**src/rtl/dac_update_scheduler.sv**
```systemverilog
// dac_update_scheduler
//
// Time-shares one external DAC code converter between N_CH channels.
// Channels raise REQ and hold it until ACK. A round-robin arbiter picks one
// channel while the block is idle. The converter operands (voltage, gain,
// offset) are latched on the grant edge and held stable for the whole
// conversion. After CONV_LATENCY cycles the returned CONV_CODE is stored
// unmodified in that channel's DAC_CODE slot, and DAC_UPDATE pulses.
//
// Ports
//   CLK, RSTN            clock (rising edge); synchronous active-low reset
//   REQ / ACK            per-channel level request / one-cycle grant pulse
//   VOLT_IN              packed per-channel target voltages (16.48)
//   CAL_WE/SEL/GAIN/OFFSET  per-channel calibration register write port
//   CONV_VOLTAGE/GAIN/OFFSET  operands presented to the converter
//   CONV_CODE            converter result
//   DAC_CODE             packed held per-channel codes
//   DAC_UPDATE           one-cycle pulse on the channel whose code was written
//   BUSY                 high while a conversion is in flight
module dac_update_scheduler #(
  parameter int                   FP_WIDTH     = 64,
  parameter int                   DAC_WIDTH    = 14,
  parameter int                   N_CH         = 4,
  parameter int                   CH_W         = 2,
  parameter int                   CONV_LATENCY = 1,
  parameter logic [DAC_WIDTH-1:0] RESET_CODE   = 14'h2000
) (
  input  logic                      CLK,
  input  logic                      RSTN,
  input  logic [N_CH-1:0]           REQ,
  input  logic [N_CH*FP_WIDTH-1:0]  VOLT_IN,
  output logic [N_CH-1:0]           ACK,
  input  logic                      CAL_WE,
  input  logic [CH_W-1:0]           CAL_SEL,
  input  logic [FP_WIDTH-1:0]       CAL_GAIN,
  input  logic [FP_WIDTH-1:0]       CAL_OFFSET,
  output logic [FP_WIDTH-1:0]       CONV_VOLTAGE,
  output logic [FP_WIDTH-1:0]       CONV_GAIN,
  output logic [FP_WIDTH-1:0]       CONV_OFFSET,
  input  logic [DAC_WIDTH-1:0]      CONV_CODE,
  output logic [N_CH*DAC_WIDTH-1:0] DAC_CODE,
  output logic [N_CH-1:0]           DAC_UPDATE,
  output logic                      BUSY
);

  typedef enum logic {ST_IDLE = 1'b0, ST_WAIT = 1'b1} state_t;

  localparam logic [FP_WIDTH-1:0] GAIN_ONE = FP_WIDTH'(64'h0001_0000_0000_0000);
  // Counter is loaded with latency-1 so that it reads zero in the last WAIT cycle.
  localparam logic [3:0]          LAT_M1   = 4'(CONV_LATENCY - 1);
  localparam logic [N_CH-1:0]     CH_ONE   = N_CH'(1'b1);
  localparam logic [CH_W:0]       CH_LIMIT = (CH_W+1)'(N_CH);

  state_t                state_q, state_d;
  logic [CH_W-1:0]       last_grant_q;
  logic [3:0]            cnt_q;
  logic [N_CH-1:0]       ack_q;
  logic [N_CH-1:0]       dac_update_q;
  logic [FP_WIDTH-1:0]   conv_volt_q, conv_gain_q, conv_off_q;
  logic [FP_WIDTH-1:0]   gain_q [N_CH];
  logic [FP_WIDTH-1:0]   off_q  [N_CH];
  logic [DAC_WIDTH-1:0]  code_q [N_CH];
  logic [FP_WIDTH-1:0]   volt_s [N_CH];

  logic                  grant_s;
  logic                  finish_s;
  logic [CH_W-1:0]       pick_s;
  logic                  cal_hit_s;

  // Round-robin pick: scan from last+N_CH down to last+1 (mod N_CH) so that
  // the final hit, the one closest after the last grant, wins.
  function automatic logic [CH_W-1:0] rr_pick(input logic [N_CH-1:0] req,
                                              input logic [CH_W-1:0] last);
    logic [CH_W-1:0] pick;
    logic [CH_W-1:0] cand;
    int              idx;
    pick = last;
    for (int i = N_CH; i >= 1; i--) begin
      idx  = (int'(last) + i) % N_CH;
      cand = CH_W'(idx);
      if (req[cand]) begin
        pick = cand;
      end else begin
        pick = pick;
      end
    end
    return pick;
  endfunction

  genvar g;
  generate
    for (g = 0; g < N_CH; g++) begin : g_ch
      assign volt_s[g]                          = VOLT_IN[g*FP_WIDTH +: FP_WIDTH];
      assign DAC_CODE[g*DAC_WIDTH +: DAC_WIDTH] = code_q[g];
    end
  endgenerate

  // Out-of-range calibration targets are dropped.
  assign cal_hit_s = CAL_WE && ({1'b0, CAL_SEL} < CH_LIMIT);
  assign pick_s    = rr_pick(REQ, last_grant_q);

  // Next-state logic: grant from IDLE on any request, return when counter expires.
  always_comb begin
    state_d  = state_q;
    grant_s  = 1'b0;
    finish_s = 1'b0;
    case (state_q)
      ST_IDLE: begin
        if (|REQ) begin
          grant_s = 1'b1;
          state_d = ST_WAIT;
        end else begin
          state_d = ST_IDLE;
        end
      end
      ST_WAIT: begin
        if (cnt_q == 4'd0) begin
          finish_s = 1'b1;
          state_d  = ST_IDLE;
        end else begin
          state_d = ST_WAIT;
        end
      end
      default: state_d = ST_IDLE;
    endcase
  end

  // State register.
  always_ff @(posedge CLK) begin
    if (!RSTN) begin
      state_q <= ST_IDLE;
    end else begin
      state_q <= state_d;
    end
  end

  // Datapath: operand snapshot, latency counter, result capture, calibration.
  always_ff @(posedge CLK) begin
    if (!RSTN) begin
      last_grant_q <= CH_W'(N_CH - 1);
      cnt_q        <= 4'd0;
      ack_q        <= '0;
      dac_update_q <= '0;
      conv_volt_q  <= '0;
      conv_gain_q  <= '0;
      conv_off_q   <= '0;
      for (int i = 0; i < N_CH; i++) begin
        gain_q[i] <= GAIN_ONE;
        off_q[i]  <= '0;
        code_q[i] <= RESET_CODE;
      end
    end else begin
      ack_q        <= '0;
      dac_update_q <= '0;
      if (grant_s) begin
        // Nonblocking reads here see calibration values from before any
        // same-edge write, so the snapshot is always the pre-write set.
        conv_volt_q  <= volt_s[pick_s];
        conv_gain_q  <= gain_q[pick_s];
        conv_off_q   <= off_q[pick_s];
        last_grant_q <= pick_s;
        cnt_q        <= LAT_M1;
        ack_q        <= CH_ONE << pick_s;
      end else if ((state_q == ST_WAIT) && !finish_s) begin
        cnt_q <= cnt_q - 4'd1;
      end
      if (finish_s) begin
        code_q[last_grant_q] <= CONV_CODE;
        dac_update_q         <= CH_ONE << last_grant_q;
      end
      if (cal_hit_s) begin
        gain_q[CAL_SEL] <= CAL_GAIN;
        off_q[CAL_SEL]  <= CAL_OFFSET;
      end
    end
  end

  assign ACK          = ack_q;
  assign DAC_UPDATE   = dac_update_q;
  assign BUSY         = (state_q == ST_WAIT);
  assign CONV_VOLTAGE = conv_volt_q;
  assign CONV_GAIN    = conv_gain_q;
  assign CONV_OFFSET  = conv_off_q;

endmodule
```
**config.mk**
```make
export PLATFORM = sky130hd
export DESIGN_NAME = dac_update_scheduler
export DESIGN_NICKNAME = d
export VERILOG_FILES = /design/src/rtl/dac_update_scheduler.sv
export SDC_FILE = /design/constraint.sdc
export NUM_CORES = 1
export LEC_CHECK = 0
export BUFFER_PORTS_ARGS = -buffer_cell sky130_fd_sc_hd__buf_2
export CAP_MARGIN = 40
export CORE_UTILIZATION = 38
export DETAILED_ROUTE_END_ITERATION = 16
export PLACE_DENSITY = 0.61
export SETUP_SLACK_MARGIN = 0.5
export SYNTH_ARGS = -nofsm -noshare
export SYNTH_HDL_FRONTEND = slang
export SYNTH_SLANG_ARGS = --single-unit
```
**constraint.sdc**
```tcl
create_clock -name CLK -period 4.7 [get_ports CLK]
set_input_delay 0.47 -clock CLK [delete_from_list [all_inputs] [get_ports CLK]]
set_output_delay 0.47 -clock CLK [all_outputs]
set_load 0.01 [all_outputs]
```
==> summary.md, run 1 <==
| Metric | Value |
|---|---|
| Netlist cell types | `41` |
| Post-Syn Nets | `between 2000 and 3000` |
| Endpoints failing setup | `0` |
| Hold Violations, Final | `0` |
| Buf+Inv Stages, Crit Path | `1` |
| Critical-path cell list | `nor2b_1 > o21ai_1 > and3_4 > buf_12 > mux2i_1 > o221ai_2` |
| Final net count | `roughly 3500` |
| Bufs on Longest Clock Path | `3` |
| Logic gate share of total power | `between 10% and 20%` |
| Status | `finished clean` |
| CP max-delay cell | `and3_4` |
| Clock Skews | `roughly 0.056 ns` |
| Largest net degree at the start of global routing | `134` |
| Most used standard cell by instance count after synthesis | `edfxtp_1` |
| Grt total ovfl | `0` |
| Storage cell area | `around 21000 µm²` |
| Residual DRC | `0` |
| Slew HR | `between 40 and 50%` |
| Worst hold path endpoint | `CONV_VOLTAGE[43]` |
| Commonest cells post-synth | `edfxtp_1 (568), and2_1 (396), and3_1 (233), dfxtp_1 (207), mux2i_1 (178)` |
| Ys Warns | `0` |
| Clock sink count | `roughly 780` |
| Fin crit share | `59.4%` |
| Core ar. | `between 80000 and 90000 µm²` |
| CP delay by family, top | `simple AND/OR/NAND/NOR gates` |
| Post-route ant nets | `0` |
| Layout cell share with drive strength beyond 1 | `between 30% and 40%` |
| Area of the multi-input gates | `approximately 11000 µm²` |
| Flops & latches, synth | `slightly below 800` |
| Area after DPL | `38000 µm²` |
| Fin cells | `roughly 4300` |
| CP Class | `reg -> reg` |
| Initial Util | `38.5%` |
| Clock Latency Late Sink | `roughly 0.65 ns` |
| Syn avg cell area | `around 13 µm²` |
| Instance count on the critical path | `6` |
| CTS Buf Count | `86` |
| Resize count post-CTS | `0` |
| Max VDD drop | `around 0.30 mV` |
| Setup TNS | `0 ns` |
| Synth area leaders | `edfxtp_1 (51%), dfxtp_1 (12%), and2_1 (7.4%)` |
| Root buffer cell | `clkbuf_16` |
| Pins Over Slew Limit | `0` |
| Post-CTS Setup Inserts | `0` |
| WP data required | `approximately 5.2 ns` |
| Die ar. | `between 80000 and 90000 µm²` |
| Post-synth EDFFs | `about 570` |
| Vias in the first global route | `~23000` |
| Routed WL per cell | `23.7 µm` |
| R2r startpoint | `last_grant_q[0]` |
| Vias post-DR | `~23000` |
| Sequential Power Share | `a little under half` |
| IO Pins | `664` |
| Detailed Route Iter0 Violations | `1736` |
| Initial antenna violation count | `19` |
| Sequential fraction of the synthesis area | `~63%` |
| Min Tclk post-route | `around 2.8 ns` |
| Fill cells | `7786` |
| Lkg Pwr | `0.0170 µW` |
| Routed Wire Length | `slightly above 100000 µm` |
| First-pass GRT wire length | `between 100000 and 150000 µm` |
| Top cell type's share of synthesized area | `slightly above 50%` |
| Worst Hold Depth | `3` |
| Chip Width | `roughly 300 µm` |
| Routability congestion estimate | `between 0.8 and 0.9` |
| Post-DP HPWL | `around 63000 µm` |
| Reg clk slew, reported paths | `0.06 ns` |
| Arrival @ worst endpoint | `~3.3 ns` |
| Type of origin of the critical path | `register` |
| Area growth syn-to-layout | `22.4%` |
| Sw Ratio | `between 20 and 30%` |
| R2R cell count | `6` |
| Hold slack | `~0.083 ns` |
| Post-synthesis cell count | `around 2500` |
| First-pass DRT Iterations | `5` |
| Max-cap violations | `0` |
| Hold buffers post-CTS | `0` |
| Hold Path Origin | `VOLT_IN[107]` |
| Achievable Freq | `roughly 360 MHz` |
| Vias per cell | `5.25` |
| FF-to-FF setup slack | `1.91 ns` |
| Crit path capture type | `register` |
| H-tree levels | `3` |
| Main synth FF type | `edfxtp_1` |
| Reg2reg end | `CONV_VOLTAGE[5]` |
| Overall Global Routing Usage | `22.4%` |
| Row count | `108` |
| Clock power share | `a little under two fifths` |
| Net switching power | `about 5000 µW` |
| Post-synth top area cell | `edfxtp_1` |
| CTS tree | `done` |
| PwrDens | `roughly 450 nW/µm²` |
| CP max FO | `30` |
| Hold Crit Class | `in -> reg` |
| Die Y | `~300 µm` |
| Post-synth ARST share | `0%` |
| RSZ-0062 raised after global routing | `no` |
| Synth Cell Area | `33500 µm²` |
| Slew at the pin closest to its max-slew limit | `0.827 ns` |
| PortBufs | `approximately 660` |
| Internal power | `approximately 13000 µW` |
| Placed cells | `between 4000 and 5000` |
| Max incr delay on CP | `a little under 0.7 ns` |
| Finished Cell Area | `around 41000 µm²` |
## per-stage QoR
step / power (µW) / setup WS (ns) / util, %
5_1_grt: 19000 / 1.73 / 47.0
2_1_floorplan: 10200 / 1.33 / -
4_1_cts: 18500 / 1.83 / 47.0
3_5_place_dp: 11500 / 1.68 / 43.6
3_3_place_gp: 11400 / 1.71 / 43.4
6_report: 18300 / 1.91 / 47.0
## worst max-delay path by stage
stage,startpoint,endpoint,slack (ns)
after floorplan,RSTN,gain_q[2][0],1.33
after detailed placement,REQ[3],CONV_VOLTAGE[5],1.68
after global placement,REQ[3],CONV_VOLTAGE[5],1.71
after global routing,last_grant_q[0],CONV_VOLTAGE[5],1.73
final,last_grant_q[0],CONV_VOLTAGE[5],1.91
after CTS,last_grant_q[0],CONV_VOLTAGE[5],1.83
## cell type report
class	instances	area share, %
Clock inverter	46	1.32
Clock buffer	116	5.90
Tap cell	1155	3.53
Multi-Input combinational cell	1509	27.2
Antenna cell	5	0.0306
Timing Repair Buffer	722	10.0
Sequential cell	775	51.8
Inverter	16	0.147
## cells in the final DEF, fill, tap and decap left out, types with 18 or more instances in the layout
cell       Yosys  final
mux2_2       102    102
a32oi_1      103    103
clkinv_2       0     18
a21oi_1      105    105
buf_4         13     37
and3_1       233    232
edfxtp_1     568    568
nand2_1      112    111
o221ai_2      88     88
o21ai_1       91     91
mux2i_1      178    178
and2_1       396    396
dfxtp_1      207    207
clkbuf_16      0     87
nor2_1        40     40
buf_2         42    661
## cells by family after synthesis
logic type      Yosys count  synth area share, %
buf+inv                 235                 3.64
mux                     281                 8.79
simple gates            813                 14.1
fa+ha+maj                 2               0.0748
xor+xnor                  3               0.0785
compound gates          410                 9.96
flops                   775                 63.4
## power by group through the flow
| stage | registers [µW] | clock network, µW | logic (µW) |
|---|---|---|---|
| final | 8320 | 6940 | 3000 |
| after global routing | 8380 | 7350 | 3220 |
| after CTS | 8330 | 7090 | 3030 |
| after detailed placement | 8460 | 0 | 3030 |
| after global placement | 8450 | 0 | 2970 |
| after floorplan | 8540 | 0 | 1690 |
## worst register-to-register path, cell delays in order, from the launching register on
cell and delay [ns]:
dfxtp_1 0.47, nor2b_1 0.10, o21ai_1 0.25, and3_4 0.68, buf_12 0.36, mux2i_1 0.62, o221ai_2 0.18
## metal layers
layer  global-route usage, %  vias up  routed length (µm)
li1                        -    10600                   -
met1                    28.4    11200               42000
met2                    38.1      880               50600
met3                    4.34      172                7350
met4                    7.56       12                2950
met5                       0        -                  71
## sequential cells by signal, summed over array words and instances, names as in the netlist
name	flops
BUSY	1
ACK	4
CONV_GAIN	64
cnt_q	4
off_q	256
CONV_OFFSET	64
code_q	56
last_grant_q	2
gain_q	256
DAC_UPDATE	4
CONV_VOLTAGE	64
Note: power is estimated with default switching activity, not from simulation.
==> run 2, diff against run 1 <==
--- a/config.mk
+++ b/config.mk
@@ -5,11 +5,12 @@
 export SDC_FILE = /design/constraint.sdc
 export NUM_CORES = 1
 export LEC_CHECK = 0
+export ABC_AREA = 1
 export BUFFER_PORTS_ARGS = -buffer_cell sky130_fd_sc_hd__buf_2
 export CAP_MARGIN = 40
 export CORE_UTILIZATION = 38
 export DETAILED_ROUTE_END_ITERATION = 16
-export PLACE_DENSITY = 0.61
+export PLACE_DENSITY = 0.59
 export SETUP_SLACK_MARGIN = 0.5
 export SYNTH_ARGS = -nofsm -noshare
 export SYNTH_HDL_FRONTEND = slang
==> constraint.sdc (replaced) <==
create_clock -name CLK -period 2.62 [get_ports CLK]
set_input_delay 0.262 -clock CLK [delete_from_list [all_inputs] [get_ports CLK]]
set_output_delay 0.262 -clock CLK [all_outputs]
set_load 0.01 [all_outputs]
==> run 2 against run 1 <==
Effect of this change:
- clock power up 76%
- via count up 34%
- combinational power rose to 10 times the previous value
- maximum frequency up 31%
- count of clock-buffer cells in the layout up 10
- first-iteration DRC count up 68%
- setup slack worse by 1.4 ns
- global-route usage up 3.1 points
- wire length up 22%
- highest routed layer unchanged
==> summary.md, run 2 <==
| Metric | Value |
|---|---|
| Most frequent cells in the layout | `nand2_1 (1169), buf_2 (663), edfxtp_1 (568) (was buf_2 (661), edfxtp_1 (568), and2_1 (396))` |
| Initial Util | `38.5% (about the same)` |
| Buf+Inv Stages, Crit Path | `3 (was 1)` |
| Post-layout util | `54.7% (was 47.0%)` |
| Post-synthesis cell count | `3750 (was 2519)` |
| WP data required | `3.13 ns (was 5.21 ns)` |
| Post-synth ARST share | `0% (unchanged)` |
| Detailed Route Iter0 Violations | `2914 (was 1736)` |
| Area of the multi-input gates | `10600 µm² (was 11200 µm²)` |
| CP delay by family, top | `simple AND/OR/NAND/NOR gates (unchanged)` |
| Pins Over Slew Limit | `0 (unchanged)` |
| Die ar. | `89100 µm² (was 89200 µm²)` |
| CP max FO | `7 (was 30)` |
| Clock sink count | `775 (unchanged)` |
| Setup TNS | `0 ns (unchanged)` |
| PwrDens | `1220 nW/µm² (was 446 nW/µm²)` |
| Overall Global Routing Usage | `25.5% (was 22.4%)` |
| H-tree levels | `3 (unchanged)` |
| Arrival @ worst endpoint | `2.63 ns (was 3.30 ns)` |
| Top cell type's share of synthesized area | `51.0% (about the same)` |
| First-pass GRT wire length | `174000 µm (was 150000 µm)` |
| Main synth FF type | `edfxtp_1 (unchanged)` |
| Min Tclk post-route | `2.12 ns (was 2.79 ns)` |
| Root buffer cell | `clkbuf_16 (unchanged)` |
| Vias in the first global route | `28700 (was 22800)` |
| Initial antenna violation count | `6 (was 19)` |
| Post-DP HPWL | `66100 µm (was 62800 µm)` |
| FF-to-FF setup slack | `0.50 ns (was 1.91 ns)` |
| Max-cap violations | `0 (unchanged)` |
| Synth area leaders | `edfxtp_1 (51%), nand2_1 (14%), dfxtp_1 (12%) (was edfxtp_1 (51%), dfxtp_1 (12%), and2_1 (7.4%))` |
| Die Y | `299 µm (about the same)` |
| Reg clk slew, reported paths | `0.06 ns (about the same)` |
| Routed WL per cell | `20.8 µm (was 23.7 µm)` |
| Vias post-DR | `30600 (was 22800)` |
| Hold Violations, Final | `0 (unchanged)` |
| Clock Latency Late Sink | `0.65 ns (about the same)` |
| Storage cell area | `21200 µm² (about the same)` |
| Core ar. | `86900 µm² (was 87000 µm²)` |
| Commonest non-fill, non-tap cell in the layout | `nand2_1 (was buf_2)` |
| Routed Wire Length | `126000 µm (was 103000 µm)` |
| Critical-path cell list | `buf_8 > nand2_2 > nand2_2 > nand2_2 > nand2_2 > nand2_4 > nand2_4 > nand2_4 > nand2_8 > buf_12 > buf_12 > o211ai_1 > nand3_1 (was nor2b_1 > o21ai_1 > and3_4 > buf_12 > mux2i_1 > o221ai_2)` |
| Endpoints failing setup | `0 (unchanged)` |
| Post-synth top area cell | `edfxtp_1 (unchanged)` |
| Routability congestion estimate | `0.913 (was 0.835)` |
| Max incr delay on CP | `0.44 ns (was 0.68 ns)` |
| Most frequent CP cell | `nand2_2` |
| Largest net degree at the start of global routing | `128 (was 134)` |
| First-pass DRT Iterations | `7 (was 5)` |
| Layout cell share with drive strength beyond 1 | `22.8% (was 33.5%)` |
| Slew at the pin closest to its max-slew limit | `0.923 ns (was 0.827 ns)` |
| Ys Warns | `0 (unchanged)` |
| Fill cells | `7605 (was 7786)` |
| Type of origin of the critical path | `register (unchanged)` |
| CTS Buf Count | `87 (was 86)` |
| Achievable Freq | `471 MHz (was 358 MHz)` |
| Vias per cell | `5.06 (was 5.25)` |
| Sequential fraction of the synthesis area | `63.4% (about the same)` |
| Final net count | `5225 (was 3519)` |
| Status | `finished clean (unchanged)` |
| IO Pins | `664 (unchanged)` |
| Residual DRC | `0 (unchanged)` |
| Max VDD drop | `1.15 mV (was 0.303 mV)` |
| PortBufs | `663 (unchanged)` |
| Post-synth EDFFs | `568 (unchanged)` |
| Top flop regs | `gain_q x256, off_q x256 (unchanged)` |
| Netlist cell types | `26 (was 41)` |
| Area growth syn-to-layout | `42.1% (was 22.4%)` |
| Worst Hold Depth | `5 (was 3)` |
| Hold Crit Class | `in -> reg (unchanged)` |
| Lkg Pwr | `0.0220 µW (was 0.0170 µW)` |
| Crit path capture type | `register (unchanged)` |
| RSZ-0062 raised after global routing | `yes (was no)` |
| Syn avg cell area | `8.91 µm² (was 13.3 µm²)` |
| Commonest cells post-synth | `nand2_1 (1242), edfxtp_1 (568), nor2_1 (555), nand3_1 (535), inv_1 (314) (was edfxtp_1 (568), and2_1 (396), and3_1 (233), dfxtp_1 (207), mux2i_1 (178))` |
| CP Class | `reg -> reg (unchanged)` |
| Slew HR | `38.5% (was 44.9%)` |
| Synth Cell Area | `33400 µm² (was 33500 µm²)` |
| Flops & latches, synth | `775 (unchanged)` |
| Clock Skews | `0.0282 ns (was 0.0560 ns)` |
| Bufs on Longest Clock Path | `3 (unchanged)` |
| Hold slack | `0.0253 ns (was 0.0828 ns)` |
| CTS tree | `done (unchanged)` |
| Post-Syn Nets | `4159 (was 2928)` |
| Row count | `108 (unchanged)` |
| R2R cell count | `13 (was 6)` |
| Grt total ovfl | `0 (unchanged)` |
| Post-route ant nets | `0 (unchanged)` |
| Instance count on the critical path | `13 (was 6)` |
| Chip Width | `299 µm (about the same)` |
| CP max-delay cell | `o211ai_1 (was and3_4)` |
| Fin crit share | `81.0% (was 59.4%)` |
| Most used standard cell by instance count after synthesis | `nand2_1 (was edfxtp_1)` |
-- run 2: final cells by class --
type                    count  area share [%]
diodes                      2          0.0105
clock buffers             126            5.19
clock inverters            38           0.788
inverters                 319            2.61
multi-input cells        2420            22.4
flip-flops and latches    775            44.7
well taps                1155            3.04
repair buffers           1213            21.3
-- run 2: per-layer routing --
layer | part of all wire, % | global-route usage [%]
met1 | 41 | 33.6
met2 | 48 | 42.5
met3 | 8.4 | 4.65
met4 | 3.1 | 8.02
met5 | 0.052 | 0
-- run 2: cells by family after synthesis --
logic type	count (synthesis)	share of synthesized area, %
AOI/OAI and AO/OA	45	0.940
xor gates and xnor gates	1	0.0262
adders and majority gates	2	0.0749
buffers and inverters	556	6.67
DFF	775	63.4
and+or+nand+nor	2371	28.8
-- run 2: worst reg2reg max path, stage by stage, from the launching register on --
cell,delay [ns]
dfxtp_4,0.37
buf_8,0.15
nand2_2,0.06
nand2_2,0.07
nand2_2,0.09
nand2_2,0.07
nand2_4,0.09
nand2_4,0.07
nand2_4,0.11
nand2_8,0.08
buf_12,0.16
buf_12,0.13
o211ai_1,0.44
nand3_1,0.13
-- run 2: final timing paths --
kind | endpoint | startpoint
max | CONV_VOLTAGE[30] | last_grant_q[0]
min reg2reg | CONV_VOLTAGE[3] | CONV_VOLTAGE[3]
max reg2reg | CONV_VOLTAGE[30] | last_grant_q[0]
min | CONV_VOLTAGE[24] | VOLT_IN[88]
-- run 2: stage by stage --
step | setup WS (ns) | cells | power (µW) | area (µm²)
global route | 0.408 | 6047 | 61100 | 47500
CTS | 0.481 | 5978 | 52500 | 45700
finish | 0.497 | 6048 | 58100 | 47500
global placement | 0.210 | 5421 | 36500 | 38500
floorplan | 0.220 | 3750 | 28800 | 33500
detailed placement | 0.215 | 5421 | 36600 | 38500
-- run 2: timing repair --
action,4_1_cts,5_1_grt
buffers inserted,14,32
gates resized for setup,36,195
pin swaps,6,77
gates cloned,10,35
hold buffers,369,1
setup endpoints to repair,218,211
endpoints found under the hold margin,514,1
-- run 2: power by group --
group	total, µW	switching [µW]	internal [µW]
Clock	12200	5120	7080
Combinational	30200	17900	12300
Sequential	15800	802	15000
Total	58100	23800	34300
